**config.mk**
```make
export PLATFORM = sky130hd
export DESIGN_NAME = lsu_mem_ctrl
export DESIGN_NICKNAME = d
export VERILOG_FILES = /design/src/rtl/lsu_mem_ctrl.sv
export SDC_FILE = /design/constraint.sdc
export NUM_CORES = 1
export LEC_CHECK = 0
export ABC_AREA = 1
export CORE_AREA = 5 5 102 104
export CTS_BUF_LIST = sky130_fd_sc_hd__clkbuf_4
export DETAILED_ROUTE_END_ITERATION = 10
export DIE_AREA = 0 0 107 109
export GPL_ROUTABILITY_DRIVEN = 0
export MAX_ROUTING_LAYER = met4
export PLACE_DENSITY_LB_ADDON = 0.25
export RECOVER_POWER = 50
export SETUP_SLACK_MARGIN = 0.15
export SLEW_MARGIN = 20
export SYNTH_ARGS = -nofsm -noshare
export SYNTH_HDL_FRONTEND = slang
export SYNTH_SLANG_ARGS = --single-unit
```
**constraint.sdc**
```tcl
create_clock -name i_clk -period 11.8 [get_ports i_clk]
set_clock_uncertainty 0.15 [all_clocks]
set_input_delay 3.54 -clock i_clk [delete_from_list [all_inputs] [get_ports i_clk]]
set_output_delay 3.54 -clock i_clk [all_outputs]
set_load 0.02 [all_outputs]
```
**src/rtl/lsu_mem_ctrl.sv**
```systemverilog
// Two-port load/store arbiter in front of a single-port data memory, with p1 lock ownership.
// Define LSU_MEM_CTRL_MISALIGN_EN to let word-crossing accesses execute; o_mem_wdata is byte-lane rotated.
module lsu_mem_ctrl #(
    parameter int MEM_WORDS = 512
) (
    input  logic        i_clk,
    input  logic        i_reset,
    input  logic        i_p0_req,
    input  logic        i_p0_we,
    input  logic [2:0]  i_p0_func3,
    input  logic [15:0] i_p0_addr,
    input  logic [31:0] i_p0_wdata,
    input  logic        i_p1_req,
    input  logic        i_p1_we,
    input  logic [2:0]  i_p1_func3,
    input  logic [15:0] i_p1_addr,
    input  logic [31:0] i_p1_wdata,
    input  logic        i_p1_lock,
    output logic        o_p0_gnt,
    output logic        o_p0_rvalid,
    output logic [31:0] o_p0_rdata,
    output logic        o_p0_err,
    output logic        o_p1_gnt,
    output logic        o_p1_rvalid,
    output logic [31:0] o_p1_rdata,
    output logic        o_p1_err,
    output logic [2:0]  o_mem_func3,
    output logic [15:0] o_mem_addr,
    output logic [31:0] o_mem_wdata,
    output logic [3:0]  o_mem_bmask_align,
    output logic [3:0]  o_mem_bmask_misalign,
    output logic        o_mem_wren,
    output logic        o_mem_rden,
    input  logic [31:0] i_mem_rdata
);

    typedef enum logic {ARB, LOCK} state_t;

    localparam logic [8:0] TOP_WORD = 9'(MEM_WORDS - 1);

    state_t      state;
    logic        prio_p1;
    logic        rsp_valid;
    logic        rsp_id;
    logic        rsp_err;
    logic        rsp_load;

    logic        gnt0;
    logic        gnt1;
    logic        any_gnt;
    logic        sel_we;
    logic [2:0]  sel_func3;
    logic [15:0] sel_addr;
    logic [31:0] sel_wdata;
    logic [31:0] rot_wdata;
    logic [3:0]  size_mask;
    logic [7:0]  lane_mask;
    logic        crosses;
    logic        misalign_bad;
    logic        illegal;
    logic        legal;

    // Grants are gated by reset so every output reads zero while reset is held.
    always_comb begin
        gnt0 = 1'b0;
        gnt1 = 1'b0;
        if (i_reset) begin
            if (state == LOCK) begin
                gnt1 = i_p1_req;
            end else if (i_p0_req && i_p1_req) begin
                gnt1 = prio_p1;
                gnt0 = !prio_p1;
            end else begin
                gnt0 = i_p0_req;
                gnt1 = i_p1_req;
            end
        end
    end

    assign any_gnt   = gnt0 | gnt1;
    assign sel_we    = gnt1 ? i_p1_we    : i_p0_we;
    assign sel_func3 = gnt1 ? i_p1_func3 : i_p0_func3;
    assign sel_addr  = gnt1 ? i_p1_addr  : i_p0_addr;
    assign sel_wdata = gnt1 ? i_p1_wdata : i_p0_wdata;

    always_comb begin
        size_mask = 4'b0000;
        case (sel_func3[1:0])
            2'b00:   size_mask = 4'b0001;
            2'b01:   size_mask = 4'b0011;
            2'b10:   size_mask = 4'b1111;
            default: size_mask = 4'b0000;
        endcase
    end

    assign lane_mask = {4'b0000, size_mask} << sel_addr[1:0];
    assign crosses   = (lane_mask[7:4] != 4'b0000);

`ifdef LSU_MEM_CTRL_MISALIGN_EN
    assign misalign_bad = crosses && (sel_addr[10:2] == TOP_WORD);
`else
    assign misalign_bad = crosses;
`endif

    assign illegal = (sel_func3[1:0] == 2'b11) || (sel_func3[2:1] == 2'b11)
                   || (sel_we && sel_func3[2]) || misalign_bad;
    assign legal   = any_gnt && !illegal;

    // Store data is rotated so byte k of the request lands on lane (addr+k) mod 4.
    always_comb begin
        rot_wdata = sel_wdata;
        case (sel_addr[1:0])
            2'd1:    rot_wdata = {sel_wdata[23:0], sel_wdata[31:24]};
            2'd2:    rot_wdata = {sel_wdata[15:0], sel_wdata[31:16]};
            2'd3:    rot_wdata = {sel_wdata[7:0],  sel_wdata[31:8]};
            default: rot_wdata = sel_wdata;
        endcase
    end

    assign o_p0_gnt             = gnt0;
    assign o_p1_gnt             = gnt1;
    assign o_mem_func3          = any_gnt ? sel_func3 : 3'b000;
    assign o_mem_addr           = any_gnt ? sel_addr  : 16'h0000;
    assign o_mem_wdata          = any_gnt ? rot_wdata : 32'h0000_0000;
    assign o_mem_bmask_align    = legal ? lane_mask[3:0] : 4'b0000;
    assign o_mem_bmask_misalign = legal ? lane_mask[7:4] : 4'b0000;
    assign o_mem_wren           = legal && sel_we;
    assign o_mem_rden           = legal && !sel_we;

    always_ff @(posedge i_clk or negedge i_reset) begin
        if (!i_reset) begin
            state     <= ARB;
            prio_p1   <= 1'b0;
            rsp_valid <= 1'b0;
            rsp_id    <= 1'b0;
            rsp_err   <= 1'b0;
            rsp_load  <= 1'b0;
        end else begin
            rsp_valid <= any_gnt;
            rsp_id    <= gnt1;
            rsp_err   <= any_gnt && illegal;
            rsp_load  <= legal && !sel_we;
            if (any_gnt) begin
                prio_p1 <= gnt0;
            end
            case (state)
                ARB:     if (gnt1 && i_p1_lock) state <= LOCK;
                LOCK:    if (!i_p1_lock) state <= ARB;
                default: state <= ARB;
            endcase
        end
    end

    assign o_p0_rvalid = rsp_valid && !rsp_id;
    assign o_p1_rvalid = rsp_valid && rsp_id;
    assign o_p0_err    = o_p0_rvalid && rsp_err;
    assign o_p1_err    = o_p1_rvalid && rsp_err;
    assign o_p0_rdata  = (o_p0_rvalid && rsp_load) ? i_mem_rdata : 32'h0000_0000;
    assign o_p1_rdata  = (o_p1_rvalid && rsp_load) ? i_mem_rdata : 32'h0000_0000;

endmodule

```
# Word-level counts from Yosys, hierarchy flattened
# Cells that the tools add are included.
[totals]
reg_bits = 6
in_bits = 141
[op_classes]
eq_ne = 7
n_shift = 1
muxes = 22
n_bitwise = 2
n_reduce_logical = 22
[ops]
columns = ["cell", "count"]
rows = [
  ["$mux W32", 4],
  ["$pmux W32 S3", 1],
  ["$mux W16", 2],
  ["$logic_and A1 B1 Y1", 13],
  ["$pmux W4 S3", 1],
  ["$eq A2 B2 Y1 const B", 5],
  ["$mux W1", 9],
  ["$mux W4", 2],
  ["$shl A4 B2 Y8", 1],
  ["$mux W3", 2],
  ["$eq A2 B1 Y1 const B", 2],
  ["$logic_not A1 Y1", 4],
  ["$reduce_bool A4 Y1", 1],
  ["$logic_or A1 B1 Y1", 3],
  ["$logic_not A2 Y1", 1],
  ["$pmux W1 S2", 1],
  ["$not A1 Y1", 1],
  ["$or A1 B1 Y1", 1],
]

# Depth between registers and ports, before layout
# Gate-level depths: netlist of the first run.
[logic_depth]
ltp_word = 13
ltp_mapped = 15

# Worst setup path before layout of the first run
# No wires, ideal clock.
[synth_path]
path_kind = "input-to-output"
start = "in i_reset"
end = "out o_mem_bmask_align[1]"
t_arrival_ns = 5.489
required_ns = 8.110
path_slack_ns = 2.621
path_stages = 12
n_path_buf = 1
path_cell_list = "nand2_1 -> clkinv_2 -> nand2_8 -> inv_2 -> buf_2 -> or2_2 -> o21ai_0 -> ha_1 -> nand2_1 -> o21ai_0 -> or2_2 -> nor2_1"
[synth_between]
elab_chain_len = 10
word_cells_on_any_way = 21
cone_classes = "eq/ne: 4; shift: 1; mux: 7; bitwise: 1; reduce/logical: 8"
[synth_lines]
columns = ["item", "line_no", "source"]
rows = [
  ["from (decl)", "7", "input logic i_reset,"],
  ["$mux W1", "67", "if (i_reset) begin"],
  ["$mux W3", "82", "assign sel_func3 = gnt1 ? i_p1_func3 : i_p0_func3;"],
  ["$eq A2 B2 Y1, or another cell as far along", "88", "case (sel_func3[1:0])"],
  ["$pmux W4 S3", "88", ""],
  ["$shl A4 B2 Y8", "96", "assign lane_mask = {4'b0000, size_mask} << sel_addr[1:0];"],
  ["$reduce_bool A4 Y1", "97", "assign crosses = (lane_mask[7:4] != 4'b0000);"],
  ["$logic_or A1 B1 Y1", "106", "|| (sel_we && sel_func3[2]) || misalign_bad;"],
  ["$logic_not A1 Y1", "107", "assign legal = any_gnt && !illegal;"],
  ["$logic_and A1 B1 Y1", "107", ""],
  ["$mux W4 (*)", "125", "assign o_mem_bmask_align = legal ? lane_mask[3:0] : 4'b0000;"],
  ["to (decl)", "30", "output logic [3:0] o_mem_bmask_align,"],
]
# Every way passes the cells marked *; elsewhere a longest branch is shown, timed or not.

# Final worst setup path of the first run
[layout_path]
start = "in i_reset"
end = "out o_mem_rden"
[layout_between]
elab_chain_len = 10
word_cells_on_any_way = 22
cone_classes = "eq/ne: 4; shift: 1; mux: 6; bitwise: 1; reduce/logical: 10"
[layout_lines]
columns = ["item", "line_no", "source"]
rows = [
  ["$mux W1", "67", ""],
  ["$mux W3", "82", ""],
  ["$eq A2 B2 Y1, or another cell as far along", "88", ""],
  ["$pmux W4 S3", "88", ""],
  ["$shl A4 B2 Y8", "96", ""],
  ["$reduce_bool A4 Y1", "97", ""],
  ["$logic_or A1 B1 Y1", "106", ""],
  ["$logic_not A1 Y1", "107", ""],
  ["$logic_and A1 B1 Y1", "107", ""],
  ["$logic_and A1 B1 Y1 (*)", "128", "assign o_mem_rden = legal && !sel_we;"],
  ["to (decl)", "33", "output logic o_mem_rden,"],
]
# Marks and branches as above.

==> summary.txt, run 1 <==
Synth-to-layout area growth - 86.8%
Longest Clk Path Bufs - 2
Period utilization - 0.929
Port bufs - 267
Cell variety after synth - 30
Post-synth EDFFs - 0
Worst path cell trace - dlygate4sd3_1 > nand2_1 > clkinvlp_2 > nand2_8 > inv_1 > or2_2 > o21ai_0 > inv_1 > ha_1 > inv_1 > nand2_1 > nor2_1 > nand4_1 > nor2_1 > clkdlybuf4s50_1
Status - finished clean
Filler Cell Count - 936
Busiest layer in global routing - met2
Sequential Power Share - 0.079
Layout cells sized above 1 - 0.0322
Crit path max-delay family - buffers and inverters
Reg area - 150 um^2
Combinational power share - 0.859
Final ANT Viol Nets - 0
Post-layout min period - 10.96 ns
Mapped cell area - 3020 um^2
Critical Path Most Common Cell - inv_1
H-tree levels - 1
Post-synthesis cell count - 667
Critical path origin - i_reset
CP arrival - 7.27 ns
Setup Crit Path Kind - in2out
Post-DP HPWL - 11100 um
Slew Limit Fails - 0
Post-cts hold buffer count - 0
Switch share - 0.497
Post-CTS Setup Inserts - 0
CP max-delay cell - clkdlybuf4s50_1
VDD IR max - 0.0316 mV
Buf+Inv Stages, Crit Path - 6
Crit Path Max Fanout - 28
Synth area leader - nand2_1
Final WL - 13600 um
Hold Crit Start - state
YS warnings - 0
Pin count of the biggest net entering global routing - 80
Leakage - 2.97 nW
CTS root buf - clkbuf_4
Dominant cells by area after synthesis - nand2_1 (27%), nor2_1 (21%), inv_1 (14%)
CTS tree - yes
Fin util - 0.596
R2r startpoint - prio_p1
DRT iter0 DRCs - 283
Syn avg cell area - 4.52 um^2
Most frequent cells in the layout - nand2_1 (216), clkdlybuf4s50_1 (209), nor2_1 (170)
Slew @ Worst Pin - 1.06 ns
Core Area - 9460 um^2
Final Hold Fails - 0
Antenna diodes - 0
HP Class - reg2reg
Clock power frac - 0.062
Initial Util - 0.319
Met3 usage - 0.0710
GRT Util Overall - 0.224
Power Density - 53.2 nW/um^2
Flops & latches, synth - 6
DR DRC count - 0
Vias per cell - 4.47
Slew headroom - 0.292
First-pass GRT wire length - 20500 um
Final setup vio count - 0
Grt met2 use - 0.402
Pre-CTS setup slack - 1.27 ns
Asr flop ratio synth - 1.00
Setup WS post-layout - 0.840 ns
Initial antenna violation count - 0
Post-synth top area share - 0.270
CP Launch Type - input pin
Worst endpoint required time - 8.11 ns
Post-CTS sizing - 0
Area of the multi-input gates - 2190 um^2
Pre-Repair DR Iteration Count - 5
P_int - 0.151 mW
Io pins - 272
Clock slew at the register clock pins of the worst setup and hold paths - 0.05 ns
Sequential fraction of the synthesis area - 0.0498
FP Rows - 36
Num Clock Sinks - 6
Met1 track demand over resource - 0.254
Die H - 109 um
Commonest non-fill, non-tap cell in the layout - nand2_1
Die ar. - 11700 um^2
Delay of the slowest critical-path stage - 0.69 ns
Switching power - 0.149 mW
Max Cap Viol - 0
Nets - 1046
Setup_tns - 0 ns
Worst skew pair latency - 0.24 ns
Die Span X - 107 um
Max Clock Freq - 91.2 MHz
Crit path capture type - primary output
DR vias - 4528
RSZ-0062 raised after global routing - false
Most used DFF post-synth - dfrtp_1
Number of global-route vias before repair - 4048
CTS Buf Count - 3
Grt ovf - 0
WL per Instance - 13.4 um
-- cells in the mapped netlist, types with 4 or more instances --
| library cell | instances |
|---|---|
| o21ai_0 | 19 |
| buf_2 | 14 |
| dfrtp_1 | 6 |
| buf_4 | 11 |
| nand3_1 | 9 |
| inv_1 | 115 |
| a21oi_1 | 33 |
| o21ai_2 | 11 |
| nor2_1 | 170 |
| buf_6 | 4 |
| o21ai_1 | 22 |
| nand2_1 | 217 |
| clkbuf_1 | 12 |
-- cells by family (layout without fill, tap and decap cells) --
group,after synthesis,in the layout,share of synthesized area
fa+ha+maj,3,3,0.0124
compound gates,86,86,0.157
flops,6,6,0.0498
other cells,1,4,0.00124
simple gates,411,411,0.550
buf+inv,160,390,0.230
-- cell type report --
type                       count  share of cell area
clock buffer                   3             0.00400
inverter                     119              0.0799
sequential                     6              0.0266
timing repair buffer         268               0.476
tap                          114              0.0253
multi-input combinational    504               0.388
-- power by group through the flow --
| stage | logic (mW) | clock network [mW] | registers, mW |
|---|---|---|---|
| after global placement | 0.259 | 0 | 0.0239 |
| after global routing | 0.283 | 0.0199 | 0.0240 |
| after detailed placement | 0.259 | 0 | 0.0239 |
| after CTS | 0.260 | 0.0188 | 0.0236 |
| final | 0.258 | 0.0185 | 0.0237 |
| after floorplan | 0.150 | 0 | 0.0238 |
-- metal layers --
metal | up-vias | part of all wire
met5 | - | 0
met4 | 0 | 0.010
met2 | 183 | 0.49
li1 | 2416 | -
met3 | 10 | 0.10
met1 | 1919 | 0.40
-- sequential cells by signal (all words and copies together), names as in the netlist --
signal / cells
rsp_err: 1
rsp_id: 1
rsp_load: 1
state: 1
prio_p1: 1
rsp_valid: 1
-- worst min-delay path, stage by stage (launching register included) --
cell and delay [ns]:
dfrtp_1 0.37, inv_2 0.09, a21boi_0 0.08
-- per-stage QoR --
step / hold slack [ns] / cell area [um^2] / instances / power (mW)
2_1_floorplan: 0.396 / 3030 / 670 / 0.174
3_3_place_gp: 0.414 / 5620 / 1011 / 0.283
3_5_place_dp: 0.420 / 5620 / 1011 / 0.283
4_1_cts: 0.427 / 5640 / 1014 / 0.303
5_1_grt: 0.440 / 5630 / 1014 / 0.327
6_report: 0.426 / 5630 / 1014 / 0.300
-- worst paths after layout --
kind	to	slack (ns)	depth (start not counted)
max	o_mem_rden	0.84	15
min	state	0.43	2
max reg2reg	rsp_load	9.17	13
min reg2reg	state	0.43	2
max in group asynchronous	prio_p1	7.75	1
min in group asynchronous	rsp_load	3.49	1
No activity file was read; power rests on OpenSTA's default activity.
==> run 2, diff against run 1 <==
GPL_ROUTABILITY_DRIVEN = unset   (was 0)
==> results of run 2 <==
Final layout, timing and power as in run 1 (identical DEF).
